File: src/rtl/fxp_mul.sv
// Signed QI.F fixed-point multiplier: combinational rounded/saturated product plus a registered copy.
// Optional FXP_MUL_SAT_CNT_EN adds a 16-bit saturation event counter output sat_cnt.
module fxp_mul #(
    parameter int N = 8,
    parameter int F = 7
) (
    input  logic                clk,
    input  logic                rst_n,
    input  logic signed [N-1:0] a,
    input  logic signed [N-1:0] b,
    input  logic                in_valid,
    input  logic                clr_sticky,
    output logic signed [N-1:0] y,
    output logic                sat,
    output logic signed [N-1:0] y_q,
    output logic                out_valid,
    output logic                sat_sticky
`ifdef FXP_MUL_SAT_CNT_EN
    ,
    output logic [15:0]         sat_cnt
`endif
);

    localparam int W   = 2 * N + 1;
    localparam int RSH = (F > 0) ? F - 1 : 0;
    localparam logic signed [W-1:0] ONE  = W'(1);
    localparam logic signed [W-1:0] RND  = (F > 0) ? (ONE <<< RSH) : '0;
    localparam logic signed [W-1:0] MAXV = {{(N + 2){1'b0}}, {(N - 1){1'b1}}};
    localparam logic signed [W-1:0] MINV = {{(N + 2){1'b1}}, {(N - 1){1'b0}}};
    localparam logic [N-1:0]        YMAX = {1'b0, {(N - 1){1'b1}}};
    localparam logic [N-1:0]        YMIN = {1'b1, {(N - 1){1'b0}}};

    // Extra headroom bit keeps the half-LSB addition from ever wrapping.
    function automatic logic signed [W-1:0] round_fn(input logic signed [W-1:0] p);
        logic signed [W-1:0] s;
        s = p + RND;
        return s >>> F;
    endfunction

    // Returns {sat, y}.
    function automatic logic [N:0] sat_fn(input logic signed [W-1:0] r);
        if (r > MAXV) begin
            return {1'b1, YMAX};
        end else if (r < MINV) begin
            return {1'b1, YMIN};
        end else begin
            return {1'b0, r[N-1:0]};
        end
    endfunction

    logic signed [2*N-1:0] a_ext;
    logic signed [2*N-1:0] b_ext;
    logic signed [2*N-1:0] prod;
    logic signed [W-1:0]   prod_w;
    logic signed [W-1:0]   r;
    logic [N:0]            ys;

    assign a_ext  = {{N{a[N-1]}}, a};
    assign b_ext  = {{N{b[N-1]}}, b};
    assign prod   = a_ext * b_ext;
    assign prod_w = {prod[2*N-1], prod};
    assign r      = round_fn(prod_w);
    assign ys     = sat_fn(r);
    assign sat    = ys[N];
    assign y      = ys[N-1:0];

    logic signed [N-1:0] y_hold_q, y_hold_d;
    logic                out_valid_q, out_valid_d;
    logic                sticky_q, sticky_d;

    always_comb begin
        y_hold_d    = in_valid ? y : y_hold_q;
        out_valid_d = in_valid;
        sticky_d    = (sticky_q | (in_valid & sat)) & ~clr_sticky;
    end

    always_ff @(posedge clk or negedge rst_n) begin
        if (!rst_n) begin
            y_hold_q    <= '0;
            out_valid_q <= 1'b0;
            sticky_q    <= 1'b0;
        end else begin
            y_hold_q    <= y_hold_d;
            out_valid_q <= out_valid_d;
            sticky_q    <= sticky_d;
        end
    end

    assign y_q        = y_hold_q;
    assign out_valid  = out_valid_q;
    assign sat_sticky = sticky_q;

`ifdef FXP_MUL_SAT_CNT_EN
    logic [15:0] cnt_q, cnt_d;

    // Counter pins at all-ones rather than wrapping; a clear takes priority.
    always_comb begin
        cnt_d = cnt_q;
        if (clr_sticky) begin
            cnt_d = '0;
        end else if (in_valid && sat && (cnt_q != 16'hFFFF)) begin
            cnt_d = cnt_q + 16'd1;
        end
    end

    always_ff @(posedge clk or negedge rst_n) begin
        if (!rst_n) begin
            cnt_q <= '0;
        end else begin
            cnt_q <= cnt_d;
        end
    end

    assign sat_cnt = cnt_q;
`endif

endmodule

File: config.mk
export PLATFORM = sky130hd
export DESIGN_NAME = fxp_mul
export DESIGN_NICKNAME = d
export VERILOG_FILES = /design/src/rtl/fxp_mul.sv
export SDC_FILE = /design/constraint.sdc
export NUM_CORES = 1
export LEC_CHECK = 0
export CAP_MARGIN = 20
export CORE_UTILIZATION = 30
export CTS_BUF_LIST = sky130_fd_sc_hd__clkbuf_16
export DETAILED_ROUTE_END_ITERATION = 12
export GPL_ROUTABILITY_DRIVEN = 0
export GPL_TIMING_DRIVEN = 0
export SYNTH_ARGS = -nofsm -noshare
export SYNTH_HDL_FRONTEND = slang
export SYNTH_SLANG_ARGS = --single-unit
File: constraint.sdc
create_clock -name clk -period 17.4 [get_ports clk]
set_input_delay 4.35 -clock clk [delete_from_list [all_inputs] [get_ports clk]]
set_output_delay 4.35 -clock clk [all_outputs]
set_load 0.05 [all_outputs]
[After elaboration in Yosys (flattened, before gate mapping)]
Index checks and enable logic that the tools add are counted.
Cells by class
  add/sub/neg operators: 1
  multiply operators: 1
  divide/modulo/power cells: 0
  magnitude comparators: 2
  equality and inequality tests: 0
  shift operators: 0
  mux-type cells: 2
  bitwise operators: 4
  reduce and logical (&&, ||, !) cells: 0
Operators by type and width (number)
  2-to-1 mux 9 bit: 2
  adder 16 x 8 -> 17 bit (second input constant): 1
  multiplier 8 x 8 -> 16 bit: 1
  > comparator 10 x 8 -> 1 bit (second input constant): 1
  less-than comparator 10 x 8 -> 1 bit (second input constant): 1
  AND 1 bit: 2
  inverter 1 bit: 1
  bitwise OR 1 bit: 1
Storage, ports and cells
  register bits: 10
  bits in latches: 0
  RAM bits: 0
  memory bits (read-only): 0
  bits of input ports: 20
  output and inout port bits: 19
  word-level logic and storage cells: 13
  memories: 0

[Depth between registers and ports, before layout]
  word-level depth: 8
  gate-level depth with buffers: 18
  gate-level depth less buffers: 17

[Least setup slack after synthesis]
Ideal clock, no wire load.
  path kind: input-to-output
  start point: input a[7]
  end point: output y[0]
  arrival: 9174 ps
  data required time: 13050 ps
  setup slack: 3876 ps
  stages on the path: 16
  buffers on the path: 0
  path through: and2_1 fa_1 inv_1 fa_1 inv_1 fa_1 inv_1 fa_1 inv_1 ha_1 a21oi_1 o22ai_1 a2111oi_4 nor2_1 o21a_1 o2bb2ai_1
Between the ends
  longest elaborated chain between the ends: 5
Ends and longest elaborated chain
  start: declaration: RTL line 9  | input logic signed [N-1:0] a,
  multiplier 8 x 8 -> 16 bit *: RTL line 60  | assign prod = a_ext * b_ext;
  adder 16 x 8 -> 17 bit *: RTL line 36  | s = p + RND;
  less-than comparator 10 x 8 -> 1 bit: RTL line 44  | end else if (r < MINV) begin
  2-to-1 mux 9 bit: RTL line 44
  2-to-1 mux 9 bit *: RTL line 42  | if (r > MAXV) begin
  end: declaration: RTL line 13  | output logic signed [N-1:0] y,
Mark *: on every way between the ends. The rest lies on a longest branch, timed or not.

[Final worst setup path]
  start point: input b[3]
  end point: output y[6]
Between the ends
  longest elaborated chain between the ends: 5
Ends and longest elaborated chain
  start: declaration: RTL line 10  | input logic signed [N-1:0] b,
  multiplier 8 x 8 -> 16 bit *: RTL line 60
  adder 16 x 8 -> 17 bit *: RTL line 36
  less-than comparator 10 x 8 -> 1 bit: RTL line 44
  2-to-1 mux 9 bit: RTL line 44
  2-to-1 mux 9 bit *: RTL line 42
Marked as above.

==> impl_metrics.py <==
metrics = {
    "clock_tree": {
        "htree_levels": 1,
        "cts.sinks": 10,
        "post_cts_resized": 0,
        "clock_path_buffers": 2,
        "post_cts_buffers": 0,
        "root_buffer": "clkbuf_16",
        "path_clk_slew_ns": 0.04,
        "postCtsHoldBufs": 0,
        "cts_buffers": 3,
        "clk_latency_ns": 0.24,
        "cts_tree": "done",
    },
    "grt": {
        "grt_pass1_wl_um": 11940,
        "grt_max_degree": 11,
        "grtUsageTotal_pct": 12.90,
        "antenna_found_initial": 0,
        "grt_pass1_vias": 2770,
        "grt-ovfl-total": 0,
    },
    "timing": {
        "clock_skew_ns": 0,
        "tightest_slew_ns": 0.5200,
        "setup_violations": 0,
        "slew_headroom_pct": 65.22,
        "setup_tns_ns": 0,
        "hold_viol": 0,
        "rsz0062_at_grt": "no",
        "fmax_ghz": 0.06685,
        "slew_violations": 0,
        "fin_crit_ns": 14.96,
        "fin_crit_sh_pct": 85.97,
    },
    "job": {
        "max_cap_viol_count": 0,
    },
    "synthesis": {
        "synth_nets": 455,
        "synth-edff-count": 0,
        "synth.mux.area_fraction_pct": 0.6559,
        "yosys_warnings": 0,
        "synth_top_area_share_pct": 35.19,
        "synth-adder-area-share_pct": 45.22,
        "yosys.cell_types.count": 51,
        "synth-compound-area-share_pct": 14.27,
        "ys_seq_elements": 10,
        "yosys.area_share.simple_pct": 16.82,
        "async_flop_share_pct": 100.0,
        "netlist_top_cells_area": "fa_1, ha_1, inv_1",
        "synthCells": 352,
        "syn_area_per_cell_um2": 9.213,
        "ys_seq_area_share_pct": 7.716,
        "synth_top_family_by_area": "adder cells",
        "synth_top_area_cell": "fa_1",
        "syn_area_um2": 3243,
        "synthFlopType": "dfrtp_1",
        "synth-xor-area-share_pct": 4.205,
    },
    "detailed_routing": {
        "ant_nets": 0,
        "post_drt_wl_per_cell_um": 12.42,
        "vias_per_cell": 4.834,
        "first_pass_iters": 4,
        "drcViolationCount": 0,
        "vias": 2557,
        "wirelength_um": 6571,
        "drt_iter0_drc": 56,
    },
    "outcome": {
        "status": "finished, final reports clean",
    },
    "floorplan": {
        "die-area_um2": 11230,
        "ioPinCount": 39,
        "rows": 37,
        "die_h_um": 106.0,
        "start_util_pct": 31.14,
        "die_x_um": 106.0,
        "core_area_um2": 10420,
    },
    "critical_path": {
        "cp_slowest_cell": "clkdlybuf4s50_1",
        "crit_chain": "clkdlybuf4s50_1 -> and2_1 -> fa_1 -> inv_1 -> fa_1 -> inv_1 -> fa_1 -> inv_1 -> fa_1 -> inv_1 -> ha_1 -> a21oi_1 -> o22ai_1 -> a2111oi_4 -> o211a_1 -> a21o_1 -> buf_6 -> o2bb2ai_1 -> clkdlybuf4s50_1",
        "endpoint_kind": "primary output",
        "worstSetupPathType": "input pin to primary output",
        "path_max_fanout": 10,
        "required_ns": 13.05,
        "crit_arrival_ns": 10.61,
        "start_kind": "input pin",
        "max_stage_delay_ns": 0.82,
    },
    "layout": {
        "n_antenna_cell": 0,
        "final_nets": 498,
        "final_layout_size_suffix_gt1_share_pct": 4.326,
        "layout_commonest_cell": "inv_1",
        "area_growth_pct": 19.29,
        "final_cell_mix": "inv_1, fa_1, clkdlybuf4s50_1",
    },
    "placed_design": {
        "hpwl_um": 5640,
        "numPortBuffers": 38,
    },
    "hold_path": {
        "hp-class": "register to register",
    },
}
==> critical path: cells and delay by family <==
family / cells / cell delay (ns)
and+or+nand+nor: 1 / 0.27
buffers and inverters: 7 / 1.88
AOI/OAI and AO/OA: 6 / 1.54
adders and majority gates: 5 / 2.55
==> logic make-up after synthesis <==
group                    Yosys count
AO/OA/AOI/OAI                     56
XOR/XNOR                          14
adder cells (fa/ha/maj)           83
buffers and inverters             89
flip-flops                        10
multiplexers                       2
AND/OR/NAND/NOR                   98
==> stage by stage <==
| step | utilization, % | hold slack (ns) | cell area [um^2] | instances | setup WS, ns |
|---|---|---|---|---|---|
| global route | 37.14 | 0.5792 | 3869 | 529 | 2.100 |
| floorplan | - | 0.7545 | 3243 | 352 | 3.876 |
| detailed placement | 36.42 | 0.5193 | 3794 | 526 | 2.459 |
| CTS | 37.14 | 0.5287 | 3869 | 529 | 2.425 |
| finish | 37.14 | 0.5274 | 3869 | 529 | 2.441 |
| global placement | 36.42 | 0.5154 | 3794 | 526 | 2.524 |
==> registers in the layout (all words and copies together), names as in the netlist <==
name / cells
y_q: 8
out_valid: 1
sat_sticky: 1
==> synthesized netlist by cell type, types with 8 or more instances <==
cell and instances:
fa_1 57, xnor2_1 9, and2_1 37, inv_1 80, a21oi_1 11, nand2_1 26, nor2b_1 8, ha_1 26
dfrtp_1 10
==> final cells by class <==
cell class,count,area [um^2]
inverters,80,300.3
well taps,136,170.2
multi-input cells,253,2633
fillers,1069,6548
clock buffers,3,75.07
plain buffers,9,60.06
flip-flops and latches,10,250.2
repair buffers,38,380.4
==> routing by layer <==
metal / part of all wire [%] / up-vias / track usage (%)
met5: 0 / - / 0
met2: 55 / 36 / 25.77
met4: 0.64 / 0 / 1.885
met3: 1.9 / 5 / 1.288
li1: - / 1206 / -
met1: 43 / 1310 / 14.91
==> path summary, 6_finish.rpt <==
| kind | from | end | slack (ns) | depth (start not counted) |
|---|---|---|---|---|
| max in group asynchronous | rst_n | y_q[5] | 12.62 | 1 |
| min in group asynchronous | rst_n | out_valid | 4.45 | 1 |
| worst max-delay path | b[3] | y[6] | 2.44 | 19 |
| worst max register to register | y_q[0] | y_q[0] | 16.45 | 2 |
| worst min-delay path | sat_sticky | sat_sticky | 0.53 | 2 |
| worst min register to register | sat_sticky | sat_sticky | 0.53 | 2 |
Power is not shown: default switching activity piles up to over one toggle a cycle in this logic, so the estimate is an artifact.
